--- src/rtl/ads5296_align_pkg.sv ---
// Shared types and sizing helpers for the ADS5296 frame-alignment gearbox.
package ads5296_align_pkg;

    typedef enum logic [1:0] {
        SEARCH = 2'd0,
        CHECK  = 2'd1,
        LOCKED = 2'd2
    } align_state_t;

    function automatic int lvl_bits(input int frame_bits, input int beat_bits);
        return $clog2(frame_bits + beat_bits + 1);
    endfunction

endpackage

--- src/rtl/ads5296_gearbox.sv ---
// W-bit to F-bit bit-slip gearbox for one lane; fill level and strobes come from the aligner.
module ads5296_gearbox
    import ads5296_align_pkg::*;
#(
    parameter int G_BEAT_BITS  = 4,
    parameter int G_FRAME_BITS = 10,
    parameter int G_LVL_BITS   = lvl_bits(G_FRAME_BITS, G_BEAT_BITS)
) (
    input  logic                    clk,
    input  logic                    rst,
    input  logic [G_BEAT_BITS-1:0]  beat,
    input  logic [G_LVL_BITS-1:0]   lvl,
    input  logic                    slip,
    input  logic                    extract,
    output logic [G_FRAME_BITS-1:0] word
);

    localparam int BUF_W = G_FRAME_BITS + G_BEAT_BITS;

    // bit 0 is the oldest buffered bit; bits at or above lvl are always zero
    logic [BUF_W-1:0]        bits_q;
    logic [BUF_W-1:0]        merged;
    logic [BUF_W-1:0]        shifted;
    logic [G_FRAME_BITS-1:0] word_next;

    always_comb begin
        merged    = bits_q | (BUF_W'(beat) << lvl);
        word_next = '0;
        for (int unsigned k = 0; k < G_FRAME_BITS; k++) begin
            word_next[G_FRAME_BITS-1-k] = merged[k];
        end
        if (slip) begin
            shifted = merged >> 1;
        end else if (extract) begin
            shifted = merged >> G_FRAME_BITS;
        end else begin
            shifted = merged;
        end
    end

    always_ff @(posedge clk) begin
        if (rst) begin
            bits_q <= '0;
            word   <= '0;
        end else begin
            bits_q <= shifted;
            if (extract && !slip) begin
                word <= word_next;
            end
        end
    end

endmodule

--- src/rtl/ads5296_frame_align.sv ---
// ADS5296 frame aligner: bit-slips all lanes until the fclk word matches, then tracks lock.
module ads5296_frame_align
    import ads5296_align_pkg::*;
#(
    parameter int                      G_NUM_LANES    = 8,
    parameter int                      G_BEAT_BITS    = 4,
    parameter int                      G_FRAME_BITS   = 10,
    parameter logic [G_FRAME_BITS-1:0] G_FCLK_PATTERN = 10'b1111100000,
    parameter int                      G_LOCK_CNT     = 16,
    parameter int                      G_UNLOCK_ERRS  = 4,
    parameter int                      G_SLIP_WAIT    = 2
) (
    input  logic                                lclk_d4,
    input  logic                                rst,
    input  logic [G_BEAT_BITS-1:0]              fclk_beat,
    input  logic [G_BEAT_BITS*G_NUM_LANES-1:0]  din_beat,
    input  logic                                realign,
    output logic [G_FRAME_BITS*G_NUM_LANES-1:0] dout,
    output logic                                dout_vld,
    output logic [G_FRAME_BITS-1:0]             fclk_word,
    output logic                                locked,
    output logic                                search_fail,
    output logic [7:0]                          slip_cnt,
    output logic [31:0]                         err_cnt
);

    localparam int LW     = lvl_bits(G_FRAME_BITS, G_BEAT_BITS);
    localparam int WAIT_W = $clog2(G_SLIP_WAIT + 2);
    localparam int GOOD_W = $clog2(G_LOCK_CNT + 1);
    localparam int BAD_W  = $clog2(G_UNLOCK_ERRS + 1);
    localparam logic [7:0] SEARCH_LIMIT = 8'(2 * G_FRAME_BITS);

    align_state_t      state_q, state_d;
    logic [LW-1:0]     lvl_q, lvl_d, lvl_post;
    logic              slip, extract, word_new, match;
    logic [WAIT_W-1:0] wait_q, wait_d;
    logic [GOOD_W-1:0] good_q, good_d;
    logic [BAD_W-1:0]  bad_q, bad_d;
    logic [7:0]        slip_cnt_d, slip_inc;
    logic [31:0]       err_cnt_d, err_inc;
    logic              search_fail_d;

    assign lvl_post = lvl_q + LW'(G_BEAT_BITS);
    assign extract  = !slip && (lvl_post >= LW'(G_FRAME_BITS));
    assign match    = (fclk_word == G_FCLK_PATTERN);
    assign slip_inc = (slip_cnt == '1) ? slip_cnt : slip_cnt + 8'd1;
    assign err_inc  = (err_cnt == '1) ? err_cnt : err_cnt + 32'd1;
    assign locked   = (state_q == LOCKED);
    assign dout_vld = word_new && locked;

    always_comb begin
        if (slip) begin
            lvl_d = lvl_post - LW'(1);
        end else if (extract) begin
            lvl_d = lvl_post - LW'(G_FRAME_BITS);
        end else begin
            lvl_d = lvl_post;
        end
    end

    // Decisions use the registered word, so a slip always lands the cycle after an extraction.
    always_comb begin
        state_d       = state_q;
        slip          = 1'b0;
        wait_d        = wait_q;
        good_d        = good_q;
        bad_d         = bad_q;
        slip_cnt_d    = slip_cnt;
        err_cnt_d     = err_cnt;
        search_fail_d = search_fail;
        if (realign) begin
            state_d       = SEARCH;
            wait_d        = '0;
            good_d        = '0;
            bad_d         = '0;
            slip_cnt_d    = '0;
            err_cnt_d     = '0;
            search_fail_d = 1'b0;
        end else if (word_new) begin
            case (state_q)
                SEARCH: begin
                    if (wait_q != '0) begin
                        wait_d = wait_q - WAIT_W'(1);
                    end else if (match) begin
                        state_d = CHECK;
                        good_d  = GOOD_W'(1);
                    end else begin
                        slip       = 1'b1;
                        slip_cnt_d = slip_inc;
                        wait_d     = WAIT_W'(G_SLIP_WAIT);
                        if (slip_inc >= SEARCH_LIMIT) search_fail_d = 1'b1;
                    end
                end
                CHECK: begin
                    if (match) begin
                        good_d = good_q + GOOD_W'(1);
                        if (good_d >= GOOD_W'(G_LOCK_CNT)) state_d = LOCKED;
                    end else begin
                        state_d    = SEARCH;
                        slip       = 1'b1;
                        slip_cnt_d = slip_inc;
                        wait_d     = WAIT_W'(G_SLIP_WAIT);
                        good_d     = '0;
                        if (slip_inc >= SEARCH_LIMIT) search_fail_d = 1'b1;
                    end
                end
                LOCKED: begin
                    if (match) begin
                        bad_d = '0;
                    end else begin
                        err_cnt_d = err_inc;
                        bad_d     = bad_q + BAD_W'(1);
                        if (bad_d >= BAD_W'(G_UNLOCK_ERRS)) begin
                            state_d    = SEARCH;
                            bad_d      = '0;
                            good_d     = '0;
                            wait_d     = '0;
                            slip_cnt_d = '0;
                        end
                    end
                end
                default: state_d = SEARCH;
            endcase
        end
    end

    always_ff @(posedge lclk_d4) begin
        if (rst) begin
            state_q     <= SEARCH;
            lvl_q       <= '0;
            word_new    <= 1'b0;
            wait_q      <= '0;
            good_q      <= '0;
            bad_q       <= '0;
            slip_cnt    <= '0;
            err_cnt     <= '0;
            search_fail <= 1'b0;
        end else begin
            state_q     <= state_d;
            lvl_q       <= lvl_d;
            word_new    <= extract;
            wait_q      <= wait_d;
            good_q      <= good_d;
            bad_q       <= bad_d;
            slip_cnt    <= slip_cnt_d;
            err_cnt     <= err_cnt_d;
            search_fail <= search_fail_d;
        end
    end

    ads5296_gearbox #(
        .G_BEAT_BITS  (G_BEAT_BITS),
        .G_FRAME_BITS (G_FRAME_BITS),
        .G_LVL_BITS   (LW)
    ) u_fclk_gb (
        .clk     (lclk_d4),
        .rst     (rst),
        .beat    (fclk_beat),
        .lvl     (lvl_q),
        .slip    (slip),
        .extract (extract),
        .word    (fclk_word)
    );

    for (genvar g = 0; g < G_NUM_LANES; g++) begin : g_lane
        ads5296_gearbox #(
            .G_BEAT_BITS  (G_BEAT_BITS),
            .G_FRAME_BITS (G_FRAME_BITS),
            .G_LVL_BITS   (LW)
        ) u_lane_gb (
            .clk     (lclk_d4),
            .rst     (rst),
            .beat    (din_beat[g*G_BEAT_BITS +: G_BEAT_BITS]),
            .lvl     (lvl_q),
            .slip    (slip),
            .extract (extract),
            .word    (dout[g*G_FRAME_BITS +: G_FRAME_BITS])
        );
    end

endmodule
--- config.mk ---
export PLATFORM = sky130hd
export DESIGN_NAME = ads5296_frame_align
export DESIGN_NICKNAME = d
export VERILOG_FILES = /design/src/rtl/ads5296_align_pkg.sv /design/src/rtl/ads5296_gearbox.sv /design/src/rtl/ads5296_frame_align.sv
export SDC_FILE = /design/constraint.sdc
export NUM_CORES = 1
export LEC_CHECK = 0
export CAP_MARGIN = 20
export CORE_AREA = 2 2 159 161
export CTS_CLUSTER_DIAMETER = 60
export DETAILED_ROUTE_END_ITERATION = 16
export DIE_AREA = 0 0 161 163
export GPL_TIMING_DRIVEN = 0
export PLACE_DENSITY = 0.8
export SYNTH_ARGS = -nofsm -noshare
export SYNTH_HDL_FRONTEND = slang
export SYNTH_HIERARCHICAL = 1
export SYNTH_SLANG_ARGS = --single-unit
--- constraint.sdc ---
create_clock -name lclk_d4 -period 10.64 [get_ports lclk_d4]
set_input_delay 1.064 -clock lclk_d4 [delete_from_list [all_inputs] [get_ports lclk_d4]]
set_output_delay 1.064 -clock lclk_d4 [all_outputs]
set_load 0.005 [all_outputs]
; Yosys cells after proc, flatten, opt, wreduce, memory -nomap -nowiden
; Cells that the tools add are included.
; Widths: inputs -> output; s select.
[totals]
register_bits = 274
in_bits = 39
out_inout_bits = 133
wordCells = 148
[classes]
n_addsub = 8
n_lt_le_gt_ge = 4
n_eq_ne = 10
shift = 9
muxes = 53
bitwise_logic = 11
reduce_logical = 17
[ops]
columns = cell, count
row1 = $mux 13, 18
row2 = $or 14x14->14, 9
row3 = $shl 4x4->14, 9
row4 = $mux 8, 5
row5 = $add 32x1->32 const B, 1
row6 = $eq 32x32->1 const B, 1
row7 = $mux 5, 5
row8 = $pmux 8 s3, 1
row9 = $mux 2, 8
row10 = $pmux 5 s3, 1
row11 = $pmux 2 s3, 2
row12 = $reduce_and 6->1, 2
row13 = $eq 10x10->1 const B, 1
row14 = $add 8x1->8 const B, 1
row15 = $eq 8x8->1 const B, 1
row16 = $ge 8x5->1 const B, 1
row17 = $mux 4, 2
row18 = $reduce_and 4->1, 2
row19 = $mux 1, 7
row20 = $mux 3, 2
row21 = $ne 2x2->1 const B, 3
row22 = $add 5x1->5 const B, 1
row23 = $ge 5x5->1 const B, 1
row24 = $reduce_and 5->1, 1
row25 = other kinds (22), 27

; Longest topological paths before layout
; Gate-level depths: netlist of the first run.
[logic_depth]
ltp_word = 10
mapped_depth = 10
depth_no_buf = 9

; By module
; The synthesis of the first run kept the hierarchy.
[modules_own_cells]
columns = mod, instances, cells_each, area_per_inst_um2, seq_area_each_um2
row1 = ads5296_gearbox, 9, 130, 1224.9, 480.5
row2 = ads5296_frame_align, 1, 396, 3420.8, 1161.1

; Worst setup path after synthesis of the first run
; OpenSTA, ideal clock, no wires.
[synth_path]
kind = input -> register
startpoint = in realign
endpoint = reg g_lane[0].u_lane_gb.bits_q[0]
setup_ns = 0.083
t_arrival_ns = 4.740
t_required_ns = 10.557
slack_ns = 5.817
path_stages = 6
path_buffers = 1
cell_sequence = nor4_4 > nor2_1 > or3_1 > buf_2 > or2_2 > o221ai_1
[synth_via]
elab_chain_cells = 5
[synth_rtl]
columns = element, line
row1 = start: declaration, ads5296_frame_align.sv:17  ; input logic realign,
row2 = $mux 1, ads5296_frame_align.sv:71  ; if (realign) begin
row3 = $logic_not 1->1, ads5296_frame_align.sv:44  ; assign extract = !slip && (lvl_post >= LW'(G_FRAME_BITS));
row4 = $logic_and 1x1->1, ads5296_frame_align.sv:44
row5 = net extract, ads5296_frame_align.sv:35  ; logic slip, extract, word_new, match;
row6 = $mux 13, ads5296_gearbox.sv:34  ; end else if (extract) begin
row7 = $mux 13, ads5296_gearbox.sv:32  ; if (slip) begin
row8 = end signal: assignment, ads5296_gearbox.sv:46  ; bits_q <= shifted;
row9 = end: declaration, ads5296_gearbox.sv:21  ; logic [BUF_W-1:0] bits_q;
; The timed path passes the listed nets, and every way through them passes these cells.
; A chain may end at the register's enable or synchronous reset.

; Worst setup path in the final report of the first run
[layout_path]
startpoint = in realign
endpoint = reg g_lane[1].u_lane_gb.bits_q[0]
[layout_via]
elab_chain_cells = 5
[layout_rtl]
columns = element, line
row1 = $mux 1, ads5296_frame_align.sv:71
row2 = net slip, ads5296_frame_align.sv:35
row3 = $logic_not 1->1, ads5296_frame_align.sv:44
row4 = $logic_and 1x1->1, ads5296_frame_align.sv:44
row5 = net extract, ads5296_frame_align.sv:35
row6 = $mux 13, ads5296_gearbox.sv:34
row7 = $mux 13, ads5296_gearbox.sv:32
row8 = end signal: assignment, ads5296_gearbox.sv:46
row9 = end: declaration, ads5296_gearbox.sv:21
; The timed path passes the listed nets, and every way through them passes these cells.

==> impl_metrics.py, run 1 <==
metrics = {
    "run_status": {
        "status": "finished clean",
    },
    "power_and_ir_drop": {
        "p_per_area_mw_per_mm2": 285,
        "leakagePower_nw": 6.14,
        "p_int_mw": 3.21,
        "clockPowerShare_pct": 24.4,
        "vdd_ir_drop_max_uv": 209,
        "power.switching_mw": 1.89,
        "p_seq_share_pct": 30.4,
        "switching_share_pct": 37.1,
        "comb_power_share_pct": 45.3,
    },
    "clocking": {
        "hold_buffers": 0,
        "cts-htree-levels": 1,
        "cts_buffer_depth": 3,
        "cts_setup_buffers": 0,
        "cts_buffers": 31,
        "clk_pin_slew_worst_paths_ps": 60,
        "clock_sinks": 274,
        "cts_tree": "done",
        "clk_latency_ps": 560,
        "ctsRootBufferMaster": "clkbuf_16",
        "ctsResizeCount": 0,
    },
    "floorplan": {
        "die_h_microns": 163,
        "boundaryPins": 172,
        "dieArea_sq_mm": 0.0262,
        "num_rows": 58,
        "die_w_microns": 161,
        "initial_core_util_pct": 58.5,
        "core_sq_mm": 0.0247,
    },
    "sta": {
        "finalClockSkew_ps": 15.5,
        "drv_slew": 0,
        "period_share_pct": 35.5,
        "finalSetupTns_ps": 0,
        "max_freq_mhz": 265,
        "rsz0062_at_grt": "no",
        "worst_pin_slew_ps": 944,
        "layout_setup_ws_ps": 6860,
        "slew_headroom_pct": 36.6,
        "finalHoldViolCount": 0,
        "post-route-min-period_ps": 3780,
        "final-setup-viol-count": 0,
    },
    "synth": {
        "syn-mean-instance-area_sq_um": 9.22,
        "yosysUniqueCellTypes": 84,
        "ys_seq_area_share_pct": 38.0,
        "synth_nets": 1620,
        "synthFlopType": "dfxtp_1",
        "postSynth.asyncResetShare_pct": 0,
        "synth_seq_cells": 274,
        "synth.cell_area_sq_mm": 0.0144,
        "synth_edf_count": 0,
        "yosys_warnings": 6,
        "syn_inst": 1566,
    },
    "final_layout": {
        "nets": 1830,
        "design_area_sq_mm": 0.0179,
        "mostFrequentLayoutCell": "dfxtp_1",
        "syn2layout_area_growth_pct": 23.8,
        "final_cell_mix": "272 x dfxtp_1, 190 x nor2_1, 170 x clkdlybuf4s50_1, 140 x a21oi_1, 92 x a211oi_1",
        "diodes": 0,
        "drive_above_1_share_pct": 18.8,
    },
    "flow_run": {
        "cap_violations": 0,
    },
    "setup_path": {
        "slowest_stage": "nor4_4",
        "cp_slowest_stage_delay_ps": 860,
        "crit_arrival_ps": 4250,
        "crit_chain": "clkdlybuf4s50_1, nor4_4, buf_6, buf_8, nor2_4, buf_16, or3_1, buf_2, or2_2, o221ai_1",
        "end_kind": "register",
        "cp-start-kind": "input port",
        "crit_required_ps": 11110,
        "critPathKind": "input port to register",
        "cp_max_fo": 27,
    },
    "global_route": {
        "grt_first_pass_wirelength_microns": 63000,
        "overflow": 0,
        "grt_max_degree": 81,
        "first_global_vias": 12800,
        "antenna_found_initial": 3,
        "track_usage_pct": 28.3,
    },
    "placement": {
        "place_ws_ps": 6350,
        "hpwl_microns": 26400,
        "gp_congestion": 0.910,
        "place.port_buffers": 171,
        "placed_area_sq_mm": 0.0167,
    },
    "detailed_routing": {
        "drc": 0,
        "met2_wirelength_microns": 18000,
        "vias": 13400,
        "routed-wl-met3_microns": 2650,
        "dr.pass1.iters": 5,
        "drt-total-wl_microns": 38400,
        "drt-vias-per-instance": 6.28,
        "highest_layer": "met5",
        "drt-met1-wl_microns": 16700,
        "ant_nets": 0,
        "wire_per_inst_microns": 18.0,
        "drt-initial-drc-count": 1167,
    },
    "worst_hold_path": {
        "worstHoldPathType": "register to register",
    },
}
-- cells in the mapped netlist (10+ instances only) --
library cell | number | share of area, %
dfxtp_1 | 274 | 38
nor2_1 | 191 | 5.0
a21oi_1 | 140 | 4.9
a211oi_1 | 92 | 4.8
o21ai_0 | 56 | 1.9
o22ai_1 | 56 | 2.4
nand2_1 | 44 | 1.1
buf_6 | 39 | 3.0
nor2b_1 | 38 | 1.6
a31o_2 | 29 | 1.8
o221ai_1 | 28 | 1.7
or2_2 | 28 | 1.2
nand2b_1 | 27 | 1.2
or3_1 | 26 | 1.1
a21oi_2 | 23 | 1.4
nor3_1 | 23 | 0.80
mux2i_1 | 21 | 1.5
nand3b_1 | 21 | 1.1
buf_2 | 19 | 0.66
nand3_1 | 19 | 0.66
nor3b_1 | 19 | 0.99
a211oi_2 | 18 | 1.6
a31o_1 | 18 | 1.1
ha_1 | 15 | 1.3
o31ai_1 | 15 | 0.78
clkbuf_1 | 13 | 0.34
inv_1 | 12 | 0.31
nand4_1 | 11 | 0.48
buf_1 | 10 | 0.26
mux2_2 | 10 | 0.78
-- cell type report --
class | instances | area [sq um]
Multi-Input combinational cell | 1180 | 8140
Fill cell | 1922 | 6790
Sequential cell | 274 | 5490
Timing Repair Buffer | 177 | 1810
Clock buffer | 37 | 848
Buffer | 100 | 782
Tap cell | 330 | 413
Clock inverter | 21 | 360
Inverter | 12 | 45.0
-- power by group through the flow --
stage	logic (mW)	registers, mW	clock network [mW]
floorplan	1.51	1.54	0
global placement	2.20	1.57	0
detailed placement	2.27	1.56	0
CTS	2.29	1.54	1.26
global route	2.52	1.58	1.30
finish	2.31	1.55	1.24
-- per-stage QoR --
step | power [mW] | hold slack (ps) | utilization [%] | instances
final | 5.09 | 471 | 72.5 | 2131
after global routing | 5.39 | 500 | 72.5 | 2131
after CTS | 5.09 | 471 | 72.5 | 2131
after detailed placement | 3.83 | 463 | 67.6 | 2073
after global placement | 3.77 | 445 | 67.2 | 2067
after floorplan | 3.05 | 436 | - | 1566
-- registers in the layout, summed over array words and instances, names as in the netlist --
register / flops
bad_q: 3
err_cnt: 32
g_lane.u_lane_gb/bits_q: 112
g_lane.u_lane_gb/word: 80
good_q: 5
lvl_q: 4
search_fail: 1
slip_cnt: 8
state_q: 2
u_fclk_gb/bits_q: 14
u_fclk_gb/word: 10
wait_q: 2
word_new: 1
-- critical path: cells and delay by family --
kind	cells	cell delay, ps
buf+inv	5	1420
simple gates	4	1690
compound gates	1	70
-- final timing paths --
kind	start	to	slack (ps)	depth (start not counted)
worst max register to register	u_fclk_gb/word[8]	g_lane[1].u_lane_gb/bits_q[0]	6900	13
worst min-delay path	bad_q[1]	bad_q[1]	470	2
worst min register to register	bad_q[1]	bad_q[1]	470	2
worst max-delay path	realign	g_lane[1].u_lane_gb/bits_q[0]	6860	10
-- routing by layer --
metal	track usage (%)	vias to the layer above
li1	-	6374
met1	37.7	6408
met2	48.3	521
met3	4.23	84
met4	7.79	2
met5	0	-
-- cells by family (layout without fill, tap and decap cells) --
logic type | after synthesis | after routing | synth area share [%]
AO/OA/AOI/OAI | 567 | 567 | 28.3
AND/OR/NAND/NOR | 528 | 528 | 20.4
flip-flops | 274 | 274 | 38.0
buffers and inverters | 112 | 347 | 5.73
multiplexers | 59 | 59 | 5.51
adder cells (fa/ha/maj) | 15 | 15 | 1.30
XOR/XNOR | 11 | 11 | 0.719
No activity file was read; power rests on OpenSTA's default activity.
==> inputs of run 2 (changes only) <==
Settings changed: CORE_AREA 2 2 159 161 to 2 2 172 174, DIE_AREA 0 0 161 163 to 0 0 174 176, PLACE_DENSITY 0.8 to 0.72.
Clock period 10.64 ns to 3.4 ns, I/O delays scaled along.
==> impl_metrics.py, run 2 (synthesis results as in run 1) <==
metrics = {
    "setup_path": {
        "path_depth": 10,
        "end_kind": "register",
        "cp_slowest_stage_delay_ps": 890,
        "reg2regPathDepth": 10,
        "cp-start-kind": "register",
        "path_delay_family": "simple AND/OR/NAND/NOR gates",
        "crit_arrival_ps": 3590,
        "cp_max_fo": 24,
        "r2r-start": "lvl_q[0]",
        "slowest_stage": "dfxtp_2",
        "startpoint": "lvl_q[0]",
        "cp.buffers_inverters": 3,
        "crit_required_ps": 3810,
        "crit_chain": "inv_1, ha_1, o21a_1, nor2_1, nor2_4, buf_16, or3_1, buf_6, or2_4, o221ai_2",
        "ff2ff_setup_slack_ps": 220,
        "critPathKind": "register to register",
    },
    "clocking": {
        "ctsResizeCount": 0,
        "cts-htree-levels": 2,
        "clk_pin_slew_worst_paths_ps": 60,
        "clock_sinks": 274,
        "clk_latency_ps": 510,
        "ctsRootBufferMaster": "clkbuf_16",
        "cts_setup_buffers": 0,
        "hold_buffers": 0,
        "cts_buffers": 34,
        "cts_buffer_depth": 3,
        "cts_tree": "done",
    },
    "sta": {
        "slew_headroom_pct": 42.7,
        "worst_pin_slew_ps": 860,
        "finalClockSkew_ps": 15.5,
        "drv_slew": 0,
        "finalHoldViolCount": 0,
        "period_share_pct": 93.4,
        "rsz0062_at_grt": "no",
        "final-setup-viol-count": 0,
        "finalSetupTns_ps": 0,
        "max_freq_mhz": 315,
        "layout_setup_ws_ps": 223,
        "post-route-min-period_ps": 3180,
    },
    "global_route": {
        "overflow": 0,
        "grt_max_degree": 60,
        "grt_first_pass_wirelength_microns": 64300,
        "first_global_vias": 12700,
        "track_usage_pct": 24.8,
        "antenna_found_initial": 0,
    },
    "power_and_ir_drop": {
        "p_per_area_mw_per_mm2": 900,
        "vdd_ir_drop_max_uv": 553,
        "leakagePower_nw": 6.42,
    },
    "placement": {
        "place.port_buffers": 171,
        "placed_area_sq_mm": 0.0175,
        "gp_congestion": 0.899,
        "dp_cells": 2129,
        "place_ws_ps": 147,
        "hpwl_microns": 27300,
    },
    "floorplan": {
        "num_rows": 62,
        "dieArea_sq_mm": 0.0306,
        "die_w_microns": 174,
        "core_sq_mm": 0.0285,
        "die_h_microns": 176,
        "initial_core_util_pct": 50.6,
        "boundaryPins": 172,
    },
    "final_layout": {
        "largest_reg_flops": 112,
        "syn2layout_area_growth_pct": 29.6,
        "stdcell_count": 2192,
        "final_cell_mix": "270 x dfxtp_1, 170 x clkdlybuf4s50_1, 163 x nor2_1, 140 x a21oi_1, 74 x a211oi_1",
        "reg_top3": "g_lane.u_lane_gb/bits_q: 112 flops, g_lane.u_lane_gb/word: 80 flops, err_cnt: 32 flops",
        "largest-register": "g_lane.u_lane_gb/bits_q",
        "mostFrequentLayoutCell": "dfxtp_1",
        "diodes": 0,
        "nets": 1837,
        "utilization_pct": 65.6,
        "design_area_sq_mm": 0.0187,
        "drive_above_1_share_pct": 23.7,
    },
    "detailed_routing": {
        "wire_per_inst_microns": 17.6,
        "drt-initial-drc-count": 1005,
        "vias": 13300,
        "drt-total-wl_microns": 38600,
        "dr.pass1.iters": 5,
        "drt-vias-per-instance": 6.05,
        "ant_nets": 0,
        "drc": 0,
    },
    "worst_hold_path": {
        "hp-start": "rst",
        "worstHoldPathType": "input port to register",
        "whs_path_depth": 2,
    },
    "flow_run": {
        "cap_violations": 0,
    },
    "run_status": {
        "status": "finished clean",
    },
}
## run 2: cell count changes in the layout (fill, tap and decap cells not counted), moves of 18 or more
cell / before / now
nor2_1: 190 / 163
o21ai_0: 56 / 29
o21ai_1: 5 / 32
nor2_4: 1 / 26
buf_6: 41 / 63
buf_2: 19 / 0
a211oi_1: 92 / 74
a211oi_2: 18 / 36
o221ai_1: 28 / 10
o221ai_2: 0 / 18
or2_2: 28 / 10
or2_4: 0 / 18
## run 2: final timing paths
| kind | end |
|---|---|
| max | g_lane[4].u_lane_gb/bits_q[3] |
| min | lvl_q[0] |
| max reg2reg | g_lane[4].u_lane_gb/bits_q[3] |
| min reg2reg | bad_q[1] |
## run 2: area by class of cell
cell class,instances,area (sq um)
flip-flops and latches,274,5490
clock inverters,16,272
multi-input cells,1180,8700
well taps,384,480
repair buffers,181,1860
clock buffers,45,973
plain buffers,100,902
fillers,2383,9830
inverters,12,45.0
## run 2: report_power, final
part | leakage [nW] | total [mW] | internal [mW] | switching, mW
logic | 3.57 | 8.00 | 3.78 | 4.22
registers | 2.24 | 4.88 | 4.23 | 0.642
clock network | 0.607 | 3.96 | 2.55 | 1.41
total | 6.42 | 16.8 | 10.6 | 6.27
## run 2: routing by layer
layer	share of wire, %	global-route usage, %	vias to the layer above
li1	-	-	6409
met1	45	33.5	6415
met2	48	42.1	385
met3	4.7	3.17	62
met4	2.2	6.65	0
met5	0	0	-
## run 2: worst reg2reg max path: stages, from the launching register on
cell and delay [ps]:
dfxtp_2 890, inv_1 170, ha_1 240, o21a_1 180, nor2_1 380, nor2_4 240, buf_16 230, or3_1 340
buf_6 150, or2_4 220, o221ai_2 50
## run 2: through the flow
stage	power (mW)	hold slack, ps
global route	17.9	235
finish	16.8	226
CTS	16.9	205
global placement	12.7	443
detailed placement	12.9	460
floorplan	10.4	405
